$ cat config.mk
export PLATFORM = sky130hd
export DESIGN_NAME = wb_pipe_stage
export DESIGN_NICKNAME = d
export VERILOG_FILES = /design/src/rtl/wb_pipe_stage.sv
export SDC_FILE = /design/constraint.sdc
export NUM_CORES = 1
export LEC_CHECK = 0
export CAP_MARGIN = 10
export CORE_MARGIN = 4
export CORE_UTILIZATION = 48
export DETAILED_ROUTE_END_ITERATION = 8
export PLACE_DENSITY_LB_ADDON = 0.15
export RECOVER_POWER = 50
export REMOVE_ABC_BUFFERS = 1
export SYNTH_ARGS = -nofsm -noshare
export SYNTH_HDL_FRONTEND = slang
export SYNTH_SLANG_ARGS = --single-unit
$ cat constraint.sdc
create_clock -name clk -period 1.9 [get_ports clk]
set_input_delay 0.285 -clock clk [delete_from_list [all_inputs] [get_ports clk]]
set_output_delay 0.285 -clock clk [all_outputs]
set_load 0.005 [all_outputs]
$ cat src/rtl/wb_pipe_stage.sv
// Write-back stage as a 2-entry skid buffer (EMPTY/ONE/TWO) with registered outputs.
// Optional forwarding port enabled by macro WB_PIPE_FWD_EN (otherwise fwd_* tied to 0).
// Ports: clk, reset (async, active-low), flush; in_valid/in_ready plus the
// cache_result, destReg_addr_input, we_input and bp_input payload;
// out_valid/out_ready plus the wb_result, destReg_addr_output, we_output and
// bp_output payload; fwd_valid, fwd_addr and fwd_data.
module wb_pipe_stage #(
  parameter int DATA_W  = 16,
  parameter int RADDR_W = 3,
  parameter int BP_W    = 2
) (
  input  logic               clk,
  input  logic               reset,
  input  logic               flush,
  input  logic               in_valid,
  output logic               in_ready,
  input  logic [DATA_W-1:0]  cache_result,
  input  logic [RADDR_W-1:0] destReg_addr_input,
  input  logic               we_input,
  input  logic [BP_W-1:0]    bp_input,
  output logic               out_valid,
  input  logic               out_ready,
  output logic [DATA_W-1:0]  wb_result,
  output logic [RADDR_W-1:0] destReg_addr_output,
  output logic               we_output,
  output logic [BP_W-1:0]    bp_output,
  output logic               fwd_valid,
  output logic [RADDR_W-1:0] fwd_addr,
  output logic [DATA_W-1:0]  fwd_data
);

  typedef enum logic [1:0] {
    EMPTY = 2'd0,
    ONE   = 2'd1,
    TWO   = 2'd2
  } state_t;

  state_t r_state, w_nxt_state;

  logic [DATA_W-1:0]  r_h_data, r_t_data, w_nh_data, w_nt_data;
  logic [RADDR_W-1:0] r_h_addr, r_t_addr, w_nh_addr, w_nt_addr;
  logic               r_h_we, r_t_we, w_nh_we, w_nt_we;
  logic [BP_W-1:0]    r_h_bp, r_t_bp, w_nh_bp, w_nt_bp;
  logic               r_in_ready, r_out_valid;
  logic               w_acc, w_con;

  assign w_acc = in_valid & r_in_ready;
  assign w_con = r_out_valid & out_ready;

  always_comb begin
    w_nxt_state = r_state;
    w_nh_data   = r_h_data;
    w_nh_addr   = r_h_addr;
    w_nh_we     = r_h_we;
    w_nh_bp     = r_h_bp;
    w_nt_data   = r_t_data;
    w_nt_addr   = r_t_addr;
    w_nt_we     = r_t_we;
    w_nt_bp     = r_t_bp;
    unique case (r_state)
      EMPTY: begin
        if (w_acc) begin
          w_nxt_state = ONE;
          w_nh_data   = cache_result;
          w_nh_addr   = destReg_addr_input;
          w_nh_we     = we_input;
          w_nh_bp     = bp_input;
        end
      end
      ONE: begin
        if (w_acc && w_con) begin
          // head leaves and the new entry takes its place
          w_nh_data = cache_result;
          w_nh_addr = destReg_addr_input;
          w_nh_we   = we_input;
          w_nh_bp   = bp_input;
        end else if (w_acc) begin
          w_nxt_state = TWO;
          w_nt_data   = cache_result;
          w_nt_addr   = destReg_addr_input;
          w_nt_we     = we_input;
          w_nt_bp     = bp_input;
        end else if (w_con) begin
          w_nxt_state = EMPTY;
          w_nh_we     = 1'b0;
        end
      end
      TWO: begin
        if (w_con) begin
          w_nxt_state = ONE;
          w_nh_data   = r_t_data;
          w_nh_addr   = r_t_addr;
          w_nh_we     = r_t_we;
          w_nh_bp     = r_t_bp;
          w_nt_we     = 1'b0;
        end
      end
      default: begin
        w_nxt_state = EMPTY;
        w_nh_we     = 1'b0;
        w_nt_we     = 1'b0;
      end
    endcase
    if (flush) begin
      w_nxt_state = EMPTY;
      w_nh_we     = 1'b0;
      w_nt_we     = 1'b0;
    end
  end

  always_ff @(posedge clk or negedge reset) begin
    if (!reset) begin
      r_state     <= EMPTY;
      r_in_ready  <= 1'b0;
      r_out_valid <= 1'b0;
      r_h_data    <= '0;
      r_h_addr    <= '0;
      r_h_we      <= 1'b0;
      r_h_bp      <= '0;
      r_t_data    <= '0;
      r_t_addr    <= '0;
      r_t_we      <= 1'b0;
      r_t_bp      <= '0;
    end else begin
      r_state     <= w_nxt_state;
      r_in_ready  <= (w_nxt_state != TWO);
      r_out_valid <= (w_nxt_state != EMPTY);
      r_h_data    <= w_nh_data;
      r_h_addr    <= w_nh_addr;
      r_h_we      <= w_nh_we;
      r_h_bp      <= w_nh_bp;
      r_t_data    <= w_nt_data;
      r_t_addr    <= w_nt_addr;
      r_t_we      <= w_nt_we;
      r_t_bp      <= w_nt_bp;
    end
  end

  assign in_ready            = r_in_ready;
  assign out_valid           = r_out_valid;
  assign wb_result           = r_h_data;
  assign destReg_addr_output = r_h_addr;
  assign we_output           = r_h_we;
  assign bp_output           = r_h_bp;

`ifdef WB_PIPE_FWD_EN
  logic               r_fwd_valid;
  logic [RADDR_W-1:0] r_fwd_addr;
  logic [DATA_W-1:0]  r_fwd_data;
  logic               w_young_hit;

  // a younger write to the head's register shadows the head value
  assign w_young_hit = (w_nxt_state == TWO) & w_nt_we &
                       (w_nt_addr == w_nh_addr);

  always_ff @(posedge clk or negedge reset) begin
    if (!reset) begin
      r_fwd_valid <= 1'b0;
      r_fwd_addr  <= '0;
      r_fwd_data  <= '0;
    end else begin
      r_fwd_valid <= (w_nxt_state != EMPTY) & w_nh_we;
      r_fwd_addr  <= w_nh_addr;
      r_fwd_data  <= w_young_hit ? w_nt_data : w_nh_data;
    end
  end

  assign fwd_valid = r_fwd_valid;
  assign fwd_addr  = r_fwd_addr;
  assign fwd_data  = r_fwd_data;
`else
  assign fwd_valid = 1'b0;
  assign fwd_addr  = '0;
  assign fwd_data  = '0;
`endif

endmodule

# Yosys cells after proc, flatten, opt, wreduce, memory -nomap -nowiden

Index checks and enable logic that the tools add are counted.

RAM bits: 0
Output and inout bits: 44
Logic and storage cells: 64
Latch bits: 0
Memories: 0
Memory bits (read-only): 0
Bits in registers: 48
Bits of input ports: 27

Multiplexer cells: 29
Equal/unequal tests: 13
Add/subtract/negate cells: 0
Div/mod/pow operators: 0
Reduce and logical (&&, ||, !) cells: 8
Multiply operators: 0
Bitwise logic cells: 3
Shift operators: 0
Magnitude comparators: 0

Operator list:

| kind                                                            | number |
|---|---|
| 16-bit two-way mux                                              | 3 |
| 16-bit case mux with 3 select lines                             | 1 |
| 2-bit two-way mux                                               | 9 |
| 3-bit inequality test, second input constant                    | 4 |
| 2-bit case mux with 3 select lines                              | 2 |
| 4-bit AND reduction                                             | 3 |
| 2-bit inequality test, second input constant                    | 5 |
| 3-bit two-way mux                                               | 3 |
| 3-bit case mux with 3 select lines                              | 1 |
| 1-bit two-way mux                                               | 8 |
| 4-bit inequality test, second input constant                    | 2 |
| 1-bit case mux with 3 select lines                              | 2 |
| 3-bit AND reduction                                             | 1 |
| 3-bit nonzero test                                              | 1 |
| 1-bit bitwise AND                                               | 2 |
| 2-bit by 1-bit == test with 1-bit output, second input constant | 1 |
| 2-bit == test, second input constant                            | 1 |
| 2-bit zero test                                                 | 1 |
| 2-bit nonzero test                                              | 1 |
| 1-bit logical AND                                               | 1 |
| 1-bit inverter                                                  | 1 |

# Depth between registers and ports, before layout

Gate-level depths: netlist of the first run.

Depth after elaboration: 7
Depth in mapped cells: 6
Gate-level depth less buffers: 3

# Least setup slack after synthesis of the first run

OpenSTA, ideal clock, no wires.

Path type: register to register
Start point: register r_state[0]
End point: register r_h_addr[2] (netlist: destReg_addr_output[2])
Data required time: 1.775 ns
Path buffers: 3
Path slack: 0.385 ns
Period minus slack after synthesis: 1.515 ns
Stages on the path, launching flop included: 7
Data arrival time: 1.390 ns
Library setup time: 0.125 ns
Path through: dfrtp_1 > buf_6 > nor2b_2 > buf_6 > buf_8 > mux2_4 > mux2_4

Longest elaborated chain between the ends: 3
Elaborated cells between the ends (all ways): 9
Classes of those cells: eq/ne (5); mux (1); reduce/logical (3)

Ends and longest elaborated chain:

| what                                                                         | line | source |
|---|---|---|
| start: declaration                                                           | 38   | `state_t r_state, w_nxt_state;` |
| start signal: assignment                                                     | 125  | `r_state <= w_nxt_state;` |
| 2-bit by 1-bit == test with 1-bit output (tied with other cells)             | 60   | `unique case (r_state)` |
| 2-bit inequality test (no source line) or 3-bit nonzero test (tied branches) | n/a  |  |
| 4-bit AND reduction (no source line)                                         | n/a  |  |
| end signal: assignment                                                       | 129  | `r_h_addr <= w_nh_addr;` |
| end: declaration                                                             | 41   | `logic [RADDR_W-1:0] r_h_addr, r_t_addr, w_nh_addr, w_nt_addr;` |

Several ways; a longest one is shown, not always the timed one.
A chain may end at the register's enable or synchronous reset.

# Worst setup path after layout of the first run

Start point: register r_state[1]
End point: register r_h_data[6] (netlist: wb_result[6])

Longest elaborated chain between the ends: 3
Elaborated cells between the ends (all ways): 9
Classes of those cells: eq/ne (5); mux (1); reduce/logical (3)

Ends and longest elaborated chain:

| what                                                                         | line | source |
|---|---|---|
| 2-bit by 1-bit == test with 1-bit output (tied with other cells)             | 60   |  |
| 2-bit inequality test (no source line) or 3-bit nonzero test (tied branches) | n/a  |  |
| 4-bit AND reduction (no source line)                                         | n/a  |  |
| end signal: assignment                                                       | 128  | `r_h_data <= w_nh_data;` |
| end: declaration                                                             | 40   | `logic [DATA_W-1:0] r_h_data, r_t_data, w_nh_data, w_nt_data;` |

Several ways; a longest one is shown, not always the timed one.

==> results of run 1 <==
-- final timing paths --
kind | slack, ps | depth (start not counted) | endpoint | start
min in group asynchronous | 720 | 2 | wb_result[3]$_DFFE_PN0P_ | reset
worst min register to register | 500 | 1 | bp_output[0]$_DFFE_PN0P_ | bp_output[0]$_DFFE_PN0P_
worst max register to register | 160 | 4 | wb_result[6]$_DFFE_PN0P_ | r_state[1]$_DFF_PN0_
worst min-delay path | 500 | 1 | bp_output[0]$_DFFE_PN0P_ | bp_output[0]$_DFFE_PN0P_
worst max-delay path | 160 | 4 | wb_result[6]$_DFFE_PN0P_ | r_state[1]$_DFF_PN0_
max in group asynchronous | 460 | 3 | r_t_data[10]$_DFFE_PN0P_ | reset
-- power groups by stage --
stage               sequential, mW  combinational [mW]  clock (mW)
floorplan                     1.56               0.707           0
global placement              1.58                1.22           0
detailed placement            1.61                1.25           0
CTS                           1.59                1.26       0.797
global route                  1.63                1.32       0.838
finish                        1.59                1.22       0.767
-- synthesized netlist by cell type, drive strengths merged (2+ instances only) --
cell type / count / share of area, %
inv: 2 / 0.29
and3b: 2 / 0.67
buf: 29 / 9.6
nor2b: 2 / 0.58
mux2: 63 / 35
a21oi: 2 / 0.38
a221oi: 2 / 0.67
o21bai: 2 / 0.58
dfrtp: 48 / 46
o21ai: 2 / 0.38
nand2: 5 / 0.82
-- per-stage QoR --
| step | utilization (%) | setup TNS (ps) | total power [mW] | instances |
|---|---|---|---|---|
| after floorplan | - | -5701 | 2.271 | 164 |
| after global placement | 61.15 | 0 | 2.798 | 296 |
| after detailed placement | 61.15 | -1.463 | 2.861 | 296 |
| after CTS | 63.69 | 0 | 3.654 | 305 |
| after global routing | 63.67 | 0 | 3.785 | 305 |
| final | 63.67 | 0 | 3.579 | 305 |
-- layer usage --
layer,GRT usage [%],part of all wire (%),up-vias,routed length (um)
met5,0,0,-,0
met4,5.482,0.89,0,45
met3,3.728,6.3,5,318
met2,28.01,49,52,2493
met1,21.47,43,759,2191
li1,-,-,698,-
-- cells by family (layout without fill, tap and decap cells) --
logic type             after synthesis  count (layout)  share of synthesized area (%)
muxes                               63              63                          35.01
DFF                                 48              48                          46.11
buffers and inverters               31              73                          9.894
AOI/OAI and AO/OA                   16              16                          4.899
and+or+nand+nor                     15              15                          3.939
other                                1              20                         0.1440
-- layout make-up --
class / count / area, um^2
fill: 396 / 1879
multi-input combinational: 114 / 1231
sequential: 48 / 1201
timing repair buffer: 63 / 644.4
tap: 70 / 87.58
clock buffer: 6 / 82.58
clock inverter: 2 / 38.79
inverter: 2 / 7.507
-- layout by cell type (no fill, tap or decap), drive strengths merged, types with 2 or more instances in the layout --
cell           synthesis  routed
dlygate4sd3            0      10
conb                   1      20
dfrtp                 48      48
and3b                  2       2
inv                    2       2
o21bai                 2       2
nor2b                  2       2
clkbuf                 0       7
mux2                  63      63
nand2                  5       5
a221oi                 2       2
a21oi                  2       2
buf                   29      12
clkdlybuf4s50          0      40
o21ai                  2       2
-- registers in the layout, indices dropped and copies added, names as in the netlist --
name / cells
wb_result: 16
bp_output: 2
we_output: 1
r_t_bp: 2
r_state: 2
r_t_data: 16
destReg_addr_output: 3
in_ready: 1
out_valid: 1
r_t_addr: 3
r_t_we: 1
-- worst register-to-register path: stages (launching register included) --
cell and delay, ps:
dfrtp_1 500, nor2b_4 290, buf_4 200, mux2_2 340, mux2_1 300
==> results.cfg, run 1 <==
[clock_network]
cts_buffers = 5
cts_buffer_depth = 2
clkLatencyLatePin_ps = 300
path_clk_slew_ps = 90
ctsHtreeMaxLevel = 2
cts_sinks = 48
cts_setup_buffers = 0
root_buffer = clkbuf_8
cts_tree = built
ctsResizeCount = 0
holdBufCountCts = 1

[setup_path]
critPathMaxStageDelay_ps = 500
crit_fanout = 10
path_class = register to register
crit_chain = nor2b_4 -> buf_4 -> mux2_2 -> mux2_1
critical_path.slowest_cell = dfrtp_1
cp.arrival_ps = 1920
cp.required_ps = 2080
crit_path_start_kind = register
crit_buf_inv = 1
crit_family = multiplexers
cp-end-kind = register

[power_and_ir_drop]
switching_share_pct = 25.39
ir_worst_vdd_mv = 0.4001
p_int_mw = 2.670
p_switching_mw = 0.9086
seq_power_share_pct = 44.4
clockPowerShare_pct = 21.4
pwr-share-comb_pct = 34.2
power_density_nw_per_um2 = 1087
leakage_nw = 1.532

[yosys]
synth_cells = 174
synth_edf_count = 0
syn_area_um2 = 2605
ys_ff_latch = 48
postSynthAreaPerCell_um2 = 14.97
synth_cell_types = 34
synth-main-ff-cell = dfrtp_1
synth_warnings = 0
async_flop_share_pct = 100.0
ys_seq_area_share_pct = 46.11

[global_routing]
grt_max_degree = 30
gr-total-overflow = 0
grt_pass1_vias = 1656
grt_pass1_wl_um = 8328
antenna_found_initial = 0
grtUsageTotal_pct = 16.73

[sta]
finalHoldViolCount = 0
rsz0062_at_grt = false
finalClockSkew_ps = 10.84
max_freq_ghz = 0.5733
slew_headroom_pct = 25.33
final-setup-viol-count = 0
whs_ps = 499.9
fin_crit_sh_pct = 91.81
fin_crit_ps = 1744
worst_slew_pin_slew_ps = 1120
slew_viol_final = 0
layout_setup_ws_ps = 155.6

[die]
core-area_um2 = 5172
initial_core_util_pct = 50.36
die-area_um2 = 6670
ios = 71
rows = 26
die_height_um = 81.67
die_width_um = 81.67

[routing]
detail-route-antenna-nets = 0
wirelength_um = 5048
viasPerCell = 4.964
vias = 1514
firstDrtPassIters = 4
wl_per_cell_um = 16.55
drtIter0Drc = 56
drc = 0

[place]
pre_cts_ws_ps = -1.463
place.gp.congestion = 0.8754
port_buffers = 50
hpwl_um = 3689
dpl_cell_area_um2 = 3163

[cells_and_area]
final_nets = 261
n_antenna_cell = 0
layout-drive-gt1-share_pct = 36.60
syn2layout_area_growth_pct = 26.42
stdcell_area_um2 = 3293

[job]
cap_violations = 0

[hold_path]
hp-class = register to register

[status]
status = finished clean
No activity file was read; power rests on OpenSTA's default activity.
==> run 2: changes to the inputs <==
CORE_UTILIZATION = 52   (was 48)
CTS_BUF_LIST = sky130_fd_sc_hd__clkbuf_4 sky130_fd_sc_hd__clkbuf_8 sky130_fd_sc_hd__clkbuf_16   (was default)
clock period = 2.1 ns   (was 1.9 ns; I/O delays follow)
==> results.cfg, run 2 (synthesis gave the netlist of run 1 again) <==
[sta]
worst_slew_pin_slew_ps = 1313
fin_crit_sh_pct = 87.90
finalHoldViolCount = 0
slew_headroom_pct = 12.48
layout_setup_ws_ps = 254.0
whs_ps = 284.4
fin_tns_setup_ps = 0
final-setup-viol-count = 0
max_freq_ghz = 0.5417
slew_viol_final = 0
finalClockSkew_ps = 8.055
rsz0062_at_grt = false
fin_crit_ps = 1846

[routing]
wl_per_cell_um = 16.36
drtIter0Drc = 73
drc = 0
detail-route-antenna-nets = 0
vias = 1524
wirelength_um = 4842
firstDrtPassIters = 4
viasPerCell = 5.149

[die]
ios = 71
die-area_um2 = 6206
rows = 25
die_height_um = 78.78
die_width_um = 78.78
core-area_um2 = 4786
initial_core_util_pct = 54.43

[setup_path]
crit-reg2reg-launch = r_state[1]$_DFF_PN0_
cp.arrival_ps = 2040
cp.required_ps = 2290
r2r_setup_slack_ps = 250
cp-end-kind = register
critPathMaxStageDelay_ps = 570
critical_path.slowest_cell = dfrtp_1
crit_start = r_state[1]$_DFF_PN0_
path_class = register to register
crit_fanout = 16
crit_path_start_kind = register
crit_chain = nor2b_1 -> buf_12 -> mux2_2 -> mux2_1

[clock_network]
cts_tree = built
holdBufCountCts = 0
ctsHtreeMaxLevel = 2
path_clk_slew_ps = 90
root_buffer = clkbuf_8
cts_buffer_depth = 2
cts_buffers = 5
clkLatencyLatePin_ps = 300
cts_setup_buffers = 0
cts_sinks = 48
ctsResizeCount = 0

[hold_path]
hp-class = primary input to async pin

[cells_and_area]
regArea_um2 = 1201
stdcell_area_um2 = 3237
fill_cells = 341
final_cell_mix = mux2_4 (54), dfrtp_1 (48), clkdlybuf4s50_1 (40), conb_1 (20), dlygate4sd3_1 (9)
final_nets = 255
syn2layout_area_growth_pct = 24.26
layout-drive-gt1-share_pct = 34.93
final_common_cell = mux2_4
multi_input_area_um2 = 1224
n_antenna_cell = 0

[status]
status = finished clean

[power_and_ir_drop]
power.total_mw = 3.252
ir_worst_vdd_mv = 0.4824
leakage_nw = 1.503
power_density_nw_per_um2 = 1005

[global_routing]
grt_pass1_vias = 1719
antenna_found_initial = 0
grt_max_degree = 26
gr-total-overflow = 0
grt_pass1_wl_um = 8328
grtUsageTotal_pct = 17.10

[job]
cap_violations = 0

[place]
hpwl_um = 3466
pre_cts_ws_ps = 92.83
dpl_cell_area_um2 = 3134
port_buffers = 50
place.gp.congestion = 0.7418
## run 2: cell count changes in the layout (fill, tap and decap cells not counted)
cell / previous run / this run
clkinv_4: 1 / 0
dlygate4sd3_1: 10 / 9
buf_4: 8 / 2
clkbuf_8: 6 / 7
clkbuf_2: 0 / 1
nor2b_4: 1 / 0
nor2b_1: 1 / 2
## run 2: worst max-delay path, delay by kind of cell (launching register included)
kind / cells / cell delay (ps)
flip-flops: 1 / 570
multiplexers: 2 / 630
buffers and inverters: 1 / 220
AND/OR/NAND/NOR: 1 / 320
## run 2: cell type report
| class | count | share of cell area [%] |
|---|---|---|
| clock inverter | 1 | 0.9277 |
| timing repair buffer | 57 | 18.36 |
| clock buffer | 7 | 2.976 |
| sequential | 48 | 37.11 |
| tap | 67 | 2.590 |
| inverter | 2 | 0.2319 |
| multi-input combinational | 114 | 37.80 |
## run 2: per-stage QoR
stage | std cells | utilization, %
finish | 296 | 67.63
global route | 296 | 67.63
CTS | 296 | 68.13
detailed placement | 288 | 65.49
global placement | 288 | 65.49
floorplan | 164 | -
## run 2: power by group
| group | total (mW) | leakage, nW | switching [mW] | internal [mW] |
|---|---|---|---|---|
| Clock | 0.730 | 0.0645 | 0.310 | 0.420 |
| Sequential | 1.44 | 0.570 | 0.195 | 1.24 |
| Combinational | 1.08 | 0.868 | 0.311 | 0.773 |
## run 2: path summary, 6_finish.rpt
kind | to | cells after the start
max | wb_result[6]$_DFFE_PN0P_ | 4
min | bp_output[0]$_DFFE_PN0P_ | 1
max reg2reg | wb_result[6]$_DFFE_PN0P_ | 4
min reg2reg | bp_output[0]$_DFFE_PN0P_ | 1
max in group asynchronous | destReg_addr_output[2]$_DFFE_PN0P_ | 2
min in group clk | bp_output[0]$_DFFE_PN0P_ | 1
## run 2: per-layer routing
| layer | wire, um | up-vias | share of wire (%) | GRT usage [%] |
|---|---|---|---|---|
| li1 | - | 684 | - | - |
| met5 | 0 | - | 0 | 0 |
| met1 | 2028 | 775 | 42 | 21.67 |
| met2 | 2450 | 60 | 51 | 28.86 |
| met3 | 308 | 5 | 6.4 | 3.855 |
| met4 | 55 | 0 | 1.1 | 5.769 |
